`config.mk`:
```
export PLATFORM = sky130hd
export DESIGN_NAME = operand_stack
export DESIGN_NICKNAME = d
export VERILOG_FILES = /design/src/rtl/stack_pkg.sv /design/src/rtl/stack_regfile.sv /design/src/rtl/operand_stack.sv
export SDC_FILE = /design/constraint.sdc
export NUM_CORES = 1
export LEC_CHECK = 0
export CAP_MARGIN = 20
export CELL_PAD_IN_SITES_DETAIL_PLACEMENT = 0
export CELL_PAD_IN_SITES_GLOBAL_PLACEMENT = 1
export CORE_AREA = 5 5 283 285
export CTS_BUF_LIST = sky130_fd_sc_hd__clkbuf_4 sky130_fd_sc_hd__clkbuf_8
export DETAILED_ROUTE_END_ITERATION = 10
export DIE_AREA = 0 0 288 290
export PLACE_DENSITY = 0.72
export SKIP_LAST_GASP = 1
export SLEW_MARGIN = 20
export SYNTH_ARGS = -nofsm -noshare
export SYNTH_HDL_FRONTEND = slang
export SYNTH_SLANG_ARGS = --single-unit
```
`constraint.sdc`:
```
create_clock -name clk -period 7.8 [get_ports clk]
set_input_delay 1.56 -clock clk [delete_from_list [all_inputs] [get_ports clk]]
set_output_delay 1.56 -clock clk [all_outputs]
set_load 0.02 [all_outputs]
```
`src/rtl/stack_pkg.sv`:
```
// stack_pkg: operation and FSM state encodings shared by the operand stack and its decode logic.
package stack_pkg;

    typedef enum logic [2:0] {
        OP_NOP  = 3'b000,
        OP_PUSH = 3'b001,
        OP_POP  = 3'b010,
        OP_POP2 = 3'b011,
        OP_REPL = 3'b100,
        OP_BIN  = 3'b101,
        OP_DUP  = 3'b110,
        OP_SWAP = 3'b111
    } op_e;

    typedef enum logic {
        ST_RUN   = 1'b0,
        ST_ERROR = 1'b1
    } state_e;

endpackage

```
`src/rtl/stack_regfile.sv`:
```
// stack_regfile: DEPTH x REG_BITS storage, two write ports and two async read ports, no reset.
module stack_regfile #(
    parameter int REG_BITS = 32,
    parameter int DEPTH    = 16
) (
    input  logic                       clk,
    input  logic                       we_a,
    input  logic [$clog2(DEPTH)-1:0]   wa_a,
    input  logic [REG_BITS-1:0]        wd_a,
    input  logic                       we_b,
    input  logic [$clog2(DEPTH)-1:0]   wa_b,
    input  logic [REG_BITS-1:0]        wd_b,
    input  logic [$clog2(DEPTH)-1:0]   ra_a,
    output logic [REG_BITS-1:0]        rd_a,
    input  logic [$clog2(DEPTH)-1:0]   ra_b,
    output logic [REG_BITS-1:0]        rd_b
);

    logic [REG_BITS-1:0] mem [DEPTH];

    always_ff @(posedge clk) begin
        if (we_a) mem[wa_a] <= wd_a;
        if (we_b) mem[wa_b] <= wd_b;
    end

    assign rd_a = mem[ra_a];
    assign rd_b = mem[ra_b];

endmodule

```
`src/rtl/operand_stack.sv`:
```
// operand_stack: hardware operand stack with push/pop/binary-op/dup/swap and sticky
// overflow/underflow errors that stall requests until clear_err.
module operand_stack
    import stack_pkg::*;
#(
    parameter int REG_BITS = 32,
    parameter int DEPTH    = 16
) (
    input  logic                       clk,
    input  logic                       rst_n,
    input  logic                       req_valid,
    output logic                       req_ready,
    input  logic [2:0]                 req_op,
    input  logic [REG_BITS-1:0]        req_data,
    output logic [REG_BITS-1:0]        top,
    output logic [REG_BITS-1:0]        next,
    output logic [$clog2(DEPTH):0]     count,
    output logic                       full,
    output logic                       empty,
    output logic                       overflow,
    output logic                       underflow,
    input  logic                       clear_err
);

    localparam int AW = $clog2(DEPTH);
    localparam int CW = AW + 1;

    logic [CW-1:0]       count_q, count_d;
    state_e              state_q, state_d;
    logic                ovf_q, ovf_d, unf_q, unf_d;
    logic [AW-1:0]       push_idx, top_idx, next_idx, wa_a, wa_b;
    logic [REG_BITS-1:0] rd_top, rd_next, wd_a, wd_b;
    logic                we_a, we_b, fire, under, over;
    op_e                 op;

    always_comb begin
        op        = op_e'(req_op);
        push_idx  = count_q[AW-1:0];
        top_idx   = push_idx - AW'(1);
        next_idx  = push_idx - AW'(2);
        req_ready = state_q == ST_RUN;
        fire      = req_valid && req_ready;
        under     = ((op inside {OP_POP, OP_REPL, OP_DUP}) && count_q < CW'(1)) ||
                    ((op inside {OP_POP2, OP_BIN, OP_SWAP}) && count_q < CW'(2));
        over      = (op inside {OP_PUSH, OP_DUP}) && count_q == CW'(DEPTH);
        count_d   = count_q;
        state_d   = state_q;
        ovf_d     = ovf_q;
        unf_d     = unf_q;
        we_a      = 1'b0;
        we_b      = 1'b0;
        wa_a      = push_idx;
        wd_a      = req_data;
        wa_b      = next_idx;
        wd_b      = rd_top;
        if (state_q == ST_ERROR) begin
            if (clear_err) begin
                state_d = ST_RUN;
                ovf_d   = 1'b0;
                unf_d   = 1'b0;
            end
        end else if (fire && (under || over)) begin
            state_d = ST_ERROR;
            ovf_d   = ovf_q || over;
            unf_d   = unf_q || under;
        end else if (fire) begin
            case (op)
                OP_PUSH: begin
                    we_a    = 1'b1;
                    count_d = count_q + CW'(1);
                end
                OP_POP:  count_d = count_q - CW'(1);
                OP_POP2: count_d = count_q - CW'(2);
                OP_REPL: begin
                    we_a = 1'b1;
                    wa_a = top_idx;
                end
                OP_BIN: begin
                    we_a    = 1'b1;
                    wa_a    = next_idx;
                    count_d = count_q - CW'(1);
                end
                OP_DUP: begin
                    we_a    = 1'b1;
                    wd_a    = rd_top;
                    count_d = count_q + CW'(1);
                end
                OP_SWAP: begin
                    we_a = 1'b1;
                    wa_a = top_idx;
                    wd_a = rd_next;
                    we_b = 1'b1;
                end
                default: ;
            endcase
        end
    end

    always_ff @(posedge clk or negedge rst_n) begin
        if (!rst_n) begin
            count_q <= '0;
            state_q <= ST_RUN;
            ovf_q   <= 1'b0;
            unf_q   <= 1'b0;
        end else begin
            count_q <= count_d;
            state_q <= state_d;
            ovf_q   <= ovf_d;
            unf_q   <= unf_d;
        end
    end

    // Writes are gated by rst_n so an edge during reset cannot touch the unreset storage.
    stack_regfile #(.REG_BITS(REG_BITS), .DEPTH(DEPTH)) u_regfile (
        .clk  (clk),
        .we_a (we_a && rst_n),
        .wa_a (wa_a),
        .wd_a (wd_a),
        .we_b (we_b && rst_n),
        .wa_b (wa_b),
        .wd_b (wd_b),
        .ra_a (top_idx),
        .rd_a (rd_top),
        .ra_b (next_idx),
        .rd_b (rd_next)
    );

    assign top       = count_q == '0 ? '0 : rd_top;
    assign next      = count_q < CW'(2) ? '0 : rd_next;
    assign count     = count_q;
    assign full      = count_q == CW'(DEPTH);
    assign empty     = count_q == '0;
    assign overflow  = ovf_q;
    assign underflow = unf_q;

endmodule
```
# Word-level counts from Yosys, hierarchy flattened
# Memories as Yosys holds them, arrays and structs flattened.
# Index checks and enable logic that the tools add are counted.
[totals]
elab_cells = 77
inputBits = 39
memories = 1
output_inout_bits = 74
ff_bits = 8
ram_bits = 512
[op_classes]
order_cmp = 2
reduce_logical = 23
addsub = 5
n_eq_ne = 9
muxes = 31
bitwise_logic = 2
[memory_table]
columns = ["memory", "words", "width", "rd", "rd_clocked_by_memory_dff", "write_ports", "line", "rtl"]
rows = [
  ["u_regfile.mem", 16, 32, 2, 0, 2, "stack_regfile.sv:19", "logic [REG_BITS-1:0] mem [DEPTH];"],
]
[ops]
columns = ["cell", "count"]
rows = [
  ["2-to-1 mux 32 bit", 5],
  ["case mux 32 bit (2 select lines)", 1],
  ["2-to-1 mux 1 bit", 20],
  ["case mux 5 bit (3 select lines)", 1],
  ["== test 3 bit, second input constant", 4],
  ["2-to-1 mux 4 bit", 3],
  ["nonzero test 3 bit", 3],
  ["case mux 4 bit (2 select lines)", 1],
  ["logical AND 1 bit", 7],
  ["== test 3 x 2 -> 1 bit, second input constant", 2],
  ["OR reduction 2 bit", 3],
  ["adder 5 x 1 -> 5 bit, second input constant", 1],
  ["== test 5 bit, second input constant", 1],
  ["zero test 5 bit", 1],
  ["< comparator 5 x 1 -> 1 bit, second input constant", 1],
  ["< comparator 5 x 2 -> 1 bit, second input constant", 1],
  ["OR reduction 5 bit", 1],
  ["subtractor 5 x 1 -> 5 bit, second input constant", 1],
  ["subtractor 5 x 2 -> 5 bit, second input constant", 1],
  ["logical OR 1 bit", 4],
  ["AND reduction 4 bit", 1],
  ["nonzero test 2 bit", 2],
  ["subtractor 4 x 1 -> 4 bit, second input constant", 1],
  ["subtractor 4 x 2 -> 4 bit, second input constant", 1],
  ["other kinds (4)", 5],
]

# Depth between registers and ports, before layout
# Gate-level depths: netlist of the first run.
[logic_depth]
depth_word = 11
depth_mapped = 15
ltp_nobuf = 9

# Cells and area by module
# From an unflattened synthesis of the first run, not the netlist that was laid out.
[hier_totals]
cells_unflattened = 2043
area_unflattened_um2 = 31692.9
[modules_own_cells]
columns = ["module", "cells_each", "area_per_inst_um2", "instances"]
rows = [
  ["stack_regfile", 1732, 29632.2, 1],
  ["operand_stack", 311, 2060.7, 1],
]

# Worst setup path before layout of the first run
# Ideal clock, no wire load.
[synth_path]
path_type = "input to register"
startpoint = "input port req_op[0]"
endpoint = "memory u_regfile.mem[4][0] (enable)"
setup_ns = 0.466
arrival_time_ns = 5.155
n_path_buf = 2
stages = 8
setup_slack_ns = 2.179
path_cell_list = "buf_2 and3b_1 buf_2 o21ai_0 nand4b_1 a31oi_1 a21bo_2 o21ai_0"
[synth_rtl]
columns = ["item", "line", "rtl"]
rows = [
  ["start: declaration", "operand_stack.sv:13", "input logic [2:0] req_op,"],
  ["end: declaration", "stack_regfile.sv:19", ""],
]

# Worst setup path after layout of the first run
[layout_path]
startpoint = "register count_q[0], in the netlist count[0]"
endpoint = "output port top[0]"
[layout_via]
elab_chain_cells = 3
word_cells_on_any_way = 4
[layout_lines]
columns = ["item", "line", "rtl"]
rows = [
  ["start: declaration", "operand_stack.sv:28", "logic [CW-1:0] count_q, count_d;"],
  ["start signal: assignment", "operand_stack.sv:106", "count_q <= count_d;"],
  ["subtractor 4 x 1 -> 4 bit", "operand_stack.sv:39", "top_idx = push_idx - AW'(1);"],
  ["memory (16 x 32 bit)", "n/a", ""],
  ["2-to-1 mux 32 bit (*)", "operand_stack.sv:128", "assign top = count_q == '0 ? '0 : rd_top;"],
  ["end: declaration", "operand_stack.sv:15", "output logic [REG_BITS-1:0] top,"],
]
# Mark *: on every way between the ends. The rest lies on a longest branch, timed or not.

==> results of run 1 <==
registers in the layout (all words and copies together), names as in the netlist:
register and flops:
u_regfile.mem 512, state_q 1, count 5, overflow 1, underflow 1
per-stage QoR:
| stage | worst slack, ns | power (W) | hold WS (ns) | utilization | instance area (um^2) |
|---|---|---|---|---|---|
| 2_1_floorplan | 2.18 | 0.0109 | 0.476 | - | 34400 |
| 5_1_grt | 0.903 | 0.0182 | 0.571 | 0.493 | 38000 |
| 3_5_place_dp | 1.87 | 0.0145 | 0.518 | 0.467 | 36000 |
| 4_1_cts | 1.13 | 0.0171 | 0.530 | 0.491 | 37800 |
| 6_report | 1.14 | 0.0174 | 0.535 | 0.493 | 38000 |
| 3_3_place_gp | 1.89 | 0.0144 | 0.525 | 0.467 | 36000 |
kinds of logic (layout without fill, tap and decap cells):
| family | after synthesis | count (layout) | synth area share |
|---|---|---|---|
| adders and majority gates | 8 | 8 | 0.00291 |
| AOI/OAI and AO/OA | 647 | 647 | 0.178 |
| muxes | 280 | 280 | 0.175 |
| DFF | 520 | 520 | 0.453 |
| other | 0 | 1 | 0 |
| xor gates and xnor gates | 10 | 10 | 0.00299 |
| buffers and inverters | 393 | 366 | 0.0555 |
| and+or+nand+nor | 1062 | 1062 | 0.132 |
per-layer routing:
metal  wire, um  vias up  track usage
met5          0        -            0
met4       5770        0        0.126
met3      12000      348       0.0424
met2      59000     1826        0.465
met1      45900    14112        0.376
li1           -    11447            -
synth_stat cells (all sizes together) (3+ instances only):
master / instances
o21ai: 90
xor2: 6
mux2i: 20
and3b: 3
a21oi: 9
mux2: 3
nor2b: 36
nand2: 748
o22ai: 5
and2: 33
a221o: 496
buf: 249
o211ai: 5
and3: 34
nand2b: 3
nor3: 35
a211oi: 31
ha: 8
mux4: 257
edfxtp: 512
nor2: 104
dfrtp: 8
nand4: 4
xnor2: 4
nand3: 53
clkbuf: 136
inv: 8
area by class of cell:
class | count | area share
diodes | 1 | 0.0000659
clock buffers | 119 | 0.0390
clock inverters | 49 | 0.00863
inverters | 8 | 0.000857
multi-input cells | 2007 | 0.458
flip-flops and latches | 520 | 0.410
well taps | 1040 | 0.0343
repair buffers | 190 | 0.0488
final timing paths:
| path | from | to | slack [ns] | depth (start not counted) |
|---|---|---|---|---|
| worst max-delay path | count[0] | top[0] | 1.14 | 8 |
| worst min-delay path | state_q | overflow | 0.53 | 1 |
| worst max register to register | count[2] | u_regfile.mem[6][17] | 1.86 | 8 |
| worst min register to register | state_q | overflow | 0.53 | 1 |
| max in group asynchronous | rst_n | count[0] | 6.08 | 1 |
| min in group asynchronous | rst_n | underflow | 1.28 | 1 |
worst reg2reg max path: stages, from the launching register on:
cell and delay, ns:
dfrtp_1 0.70, inv_1 0.21, ha_1 0.46, xnor2_4 0.80
buf_4 0.72, and2_1 0.77, nand3_4 0.84, o21ai_4 0.77
buf_12 0.32
placed cells by master, fill, tap and decap left out, types with 16 or more instances in the layout:
master / Yosys / routed
a221o_1: 496 / 496
nand2_1: 748 / 747
mux4_2: 257 / 257
and2_1: 26 / 26
nand3_4: 0 / 16
o21ai_4: 0 / 16
clkinv_1: 0 / 29
nor3_1: 34 / 33
buf_4: 20 / 67
clkbuf_8: 0 / 94
nor2b_1: 36 / 36
clkdlybuf4s50_1: 0 / 112
mux2i_1: 20 / 20
o21ai_1: 30 / 30
edfxtp_1: 512 / 512
a211oi_2: 26 / 26
nor2_1: 82 / 64
o21ai_2: 31 / 31
nand3_1: 45 / 37
nor2_2: 21 / 38
and3_1: 34 / 34
clkbuf_4: 0 / 25
where the power goes:
part           total (W)  internal [W]  switching, W
logic             0.0113       0.00418       0.00712
clock network    0.00258       0.00137       0.00121
registers        0.00349       0.00337      0.000117
total             0.0174       0.00892       0.00844
==> flow_metrics.env, run 1 <==
export IMPL_drtPass1Iterations=8
export IMPL_wl_per_cell_um=31.2
export IMPL_status="completed"
export IMPL_clock_skew_ns=0.0445
export IMPL_grt_pass1_vias=27042
export IMPL_cpPeakStageDelay_ns=0.94
export IMPL_drt_total_wl_mm=123
export IMPL_p_leak_nw=15.4
export IMPL_min_period_ns=6.66
export IMPL_die_area_mm2=0.0835
export IMPL_initial_core_util=0.446
export IMPL_ios=113
export IMPL_syn_inst=2920
export IMPL_stdcell_count=3934
export IMPL_syn_num_nets=2967
export IMPL_hp_class="register to register"
export IMPL_dpl_hpwl_mm=69.5
export IMPL_clkLatencyLatePin_ns=0.70
export IMPL_critPathSlowestCell="ha_4"
export IMPL_die_y_um=290
export IMPL_cts_buffer_depth=3
export IMPL_synth_top_area_frac=0.448
export IMPL_grt_first_pass_wirelength_mm=178
export IMPL_crit_family="buffers and inverters"
export IMPL_cts_tree="done"
export IMPL_crit_chain="inv_4, ha_4, buf_4, mux4_2, nand2_1, and3_1, nor3_1, clkdlybuf4s50_1"
export IMPL_antenna_left=0
export IMPL_synth_edf_count=512
export IMPL_drive_gt1_frac=0.217
export IMPL_crit_arrival_ns=5.10
export IMPL_multiInputGateArea_mm2=0.0174
export IMPL_synthToLayoutAreaGrowth_pct=10.5
export IMPL_setup_tns_ns=0
export IMPL_antenna_found_initial=1
export IMPL_final_hold_violation_count=0
export IMPL_cp_start_kind="register"
export IMPL_vias=27733
export IMPL_finalSetupViolations=0
export IMPL_p_per_area_mw_per_mm2=457
export IMPL_timing_fmax_ghz=0.150
export IMPL_critPathBufInv=3
export IMPL_gp_congestion=0.880
export IMPL_yosysTopAreaCell="edfxtp_1"
export IMPL_ctsResizeCount=0
export IMPL_core_mm2=0.0771
export IMPL_drt_iter0_markers=3686
export IMPL_vias_per_cell=7.05
export IMPL_gr_usage_all_layers=0.284
export IMPL_synth_warnings=0
export IMPL_worstSetupPathType="register to output port"
export IMPL_syn_cell_area_mm2=0.0344
export IMPL_placed_cells=3756
export IMPL_die_x_um=288
export IMPL_portBuffers=112
export IMPL_grt_max_degree=140
export IMPL_grt_remaining_overflow=0
export IMPL_synth_ff_latch_count=520
export IMPL_finalCritPeriodShare=0.853
export IMPL_path_max_fanout=52
export IMPL_rows=102
export IMPL_nFillCells=6824
export IMPL_drv_slew=0
export IMPL_regArea_mm2=0.0156
export IMPL_maxCapViolCount=0
export IMPL_syn_area_per_cell_um2=11.8
export IMPL_ys_async_sr_fraction=0.0154
export IMPL_ir_worst_vdd_mv=0.305
export IMPL_cts_buffers=93
export IMPL_drcViolationCount=0
export IMPL_rsz0062_at_grt="false"
export IMPL_postCtsSetupRepairBufs=0
export IMPL_synthTopCellsByArea="edfxtp_1, mux4_2, a221o_1"
export IMPL_seq_area_frac_synth=0.453
export IMPL_clockRootBuffer="clkbuf_8"
export IMPL_clk_pin_slew_ns=0.06
export IMPL_nNetsFinal=2867
export IMPL_end_kind="output port"
export IMPL_synth_ff_type="edfxtp_1"
export IMPL_synth_distinct_cells=60
export IMPL_max_slew_worst_pin_slew_ns=1.20
export IMPL_relSlewSlack=0.199
export IMPL_cts_sinks=520
export IMPL_ctsHoldBuffers=0
export IMPL_required_ns=6.24
export IMPL_h_tree_depth=3
Note: power is estimated with default switching activity, not from simulation.
==> run 2, diff against run 1 <==
--- a/config.mk
+++ b/config.mk
@@ -14,7 +14,6 @@
 export DIE_AREA = 0 0 288 290
 export PLACE_DENSITY = 0.72
 export SKIP_LAST_GASP = 1
-export SLEW_MARGIN = 20
 export SYNTH_ARGS = -nofsm -noshare
 export SYNTH_HDL_FRONTEND = slang
 export SYNTH_SLANG_ARGS = --single-unit
==> run 2 against run 1 <==
Net effect: the flow now finishes with violations (DRC); wire length barely moved; highest routed layer is now met5; setup slack got worse by 0.018 ns; via count is essentially flat; sequential cell count unchanged; final cell count increased by 0.41%; worst hold slack improved by 0.0052 ns; cell area up 0.19%; critical path type unchanged; sequential share of layout area shrank 0.078 points; clock-buffer cell count unchanged.
==> flow_metrics.env, run 2 (synthesis results as in run 1) <==
export IMPL_swShare=0.483
export IMPL_hp_class="register to register"
export IMPL_cpPeakStageDelay_ns=0.95
export IMPL_wl_per_cell_um=31.0
export IMPL_core_mm2=0.0771
export IMPL_drv_slew=0
export IMPL_violations="DRC"
export IMPL_critPathSlowestCell="ha_4"
export IMPL_drive_gt1_frac=0.215
export IMPL_cts_tree="done"
export IMPL_timing_fmax_ghz=0.150
export IMPL_die_x_um=288
export IMPL_maxCapViolCount=0
export IMPL_worst_slack_ns=1.13
export IMPL_cts_sinks=520
export IMPL_antenna_left=0
export IMPL_relSlewSlack=0.217
export IMPL_synthToLayoutAreaGrowth_pct=10.7
export IMPL_crit_arrival_ns=5.11
export IMPL_initial_core_util=0.446
export IMPL_finalCritPeriodShare=0.856
export IMPL_cp_start_kind="register"
export IMPL_layout_commonest_cell="nand2_1"
export IMPL_p_leak_nw=15.5
export IMPL_grt_pass1_vias=27042
export IMPL_die_y_um=290
export IMPL_p_per_area_mw_per_mm2=461
export IMPL_pre_cts_ws_ns=1.87
export IMPL_dpl_hpwl_mm=69.5
export IMPL_min_period_ns=6.67
export IMPL_critPathBufInv=3
export IMPL_grt_first_pass_wirelength_mm=178
export IMPL_crit_chain="inv_4, ha_4, buf_4, mux4_2, nand2_1, and3_1, nor3_1, clkdlybuf4s50_1"
export IMPL_nNetsFinal=2883
export IMPL_vias_per_cell=7.02
export IMPL_final_hold_violation_count=0
export IMPL_clkLatencyLatePin_ns=0.70
export IMPL_h_tree_depth=3
export IMPL_seqPwrFrac=0.199
export IMPL_clkPwrFrac=0.147
export IMPL_clk_pin_slew_ns=0.06
export IMPL_required_ns=6.24
export IMPL_drcViolationCount=1
export IMPL_top_register="u_regfile.mem"
export IMPL_status="complete, but fails checks"
export IMPL_drt_total_wl_mm=123
export IMPL_max_slew_worst_pin_slew_ns=1.17
export IMPL_utilization=0.493
export IMPL_clock_skew_ns=0.0432
export IMPL_end_kind="output port"
export IMPL_gp_congestion=0.880
export IMPL_portBuffers=112
export IMPL_worst_hold_slack_ns=0.540
export IMPL_antenna_found_initial=2
export IMPL_die_area_mm2=0.0835
export IMPL_p_int_w=0.00906
export IMPL_crit_family="buffers and inverters"
export IMPL_rsz0062_at_grt="false"
export IMPL_drtPass1Iterations=9
export IMPL_p_sw_w=0.00847
export IMPL_ios=113
export IMPL_rows=102
export IMPL_grt_max_degree=140
export IMPL_path_max_fanout=52
export IMPL_ir_worst_vdd_mv=0.307
export IMPL_largest_register_ffs=512
export IMPL_cts_buffer_depth=3
export IMPL_comb_power_share=0.654
export IMPL_setup_tns_ns=0
export IMPL_ctsResizeCount=0
export IMPL_drt_iter0_markers=3792
export IMPL_postCtsSetupRepairBufs=0
export IMPL_gr_usage_all_layers=0.284
export IMPL_grt_remaining_overflow=0
export IMPL_vias=27738
export IMPL_clockRootBuffer="clkbuf_8"
export IMPL_ctsHoldBuffers=0
export IMPL_finalSetupViolations=0
export IMPL_cts_buffers=93
export IMPL_p_total_w=0.0175
export IMPL_layout_common_cells="nand2_1, edfxtp_1, a221o_1, mux4_2, clkdlybuf4s50_1"
export IMPL_worstSetupPathType="register to output port"
## run 2: cell count changes in the layout (fill, tap and decap cells not counted), moves of 5 or more
| cell | before | now |
|---|---|---|
| nor2_1 | 64 | 81 |
| nor2_2 | 38 | 21 |
| buf_4 | 67 | 78 |
| buf_6 | 0 | 5 |
## run 2: layout make-up
type,instances,area (um^2)
well taps,1040,1300
clock buffers,119,1480
multi-input cells,2007,17300
clock inverters,49,328
fillers,6814,39000
inverters,8,32.5
repair buffers,206,1980
diodes,1,2.50
flip-flops and latches,520,15600
## run 2: routing by layer
metal,routed length [um],track usage,part of all wire,vias up
met5,13,0,0.00011,-
met4,5970,0.126,0.049,2
met3,12100,0.0424,0.099,369
met2,58800,0.465,0.48,1890
met1,45700,0.376,0.37,13994
li1,-,-,-,11483
## run 2: power groups by stage
stage / combinational (W) / clock, W / sequential (W)
after detailed placement: 0.0110 / 0 / 0.00355
final: 0.0115 / 0.00258 / 0.00349
after global routing: 0.0121 / 0.00273 / 0.00350
after CTS: 0.0110 / 0.00260 / 0.00349
after floorplan: 0.00745 / 0 / 0.00349
after global placement: 0.0109 / 0 / 0.00354
## run 2: metrics by stage
stage	cell area, um^2	cells
floorplan	34400	2920
global placement	36000	3756
detailed placement	36000	3756
CTS	37800	3924
global route	38000	3950
finish	38000	3950
## run 2: worst paths after layout
kind | startpoint | to | slack [ns] | depth (start not counted)
worst min-delay path | state_q | overflow | 0.54 | 1
max in group asynchronous | rst_n | count[0] | 6.08 | 1
min in group asynchronous | rst_n | count[2] | 1.28 | 1
worst max register to register | count[2] | u_regfile.mem[6][17] | 1.90 | 8
worst min register to register | state_q | overflow | 0.54 | 1
worst max-delay path | count[0] | top[0] | 1.13 | 8
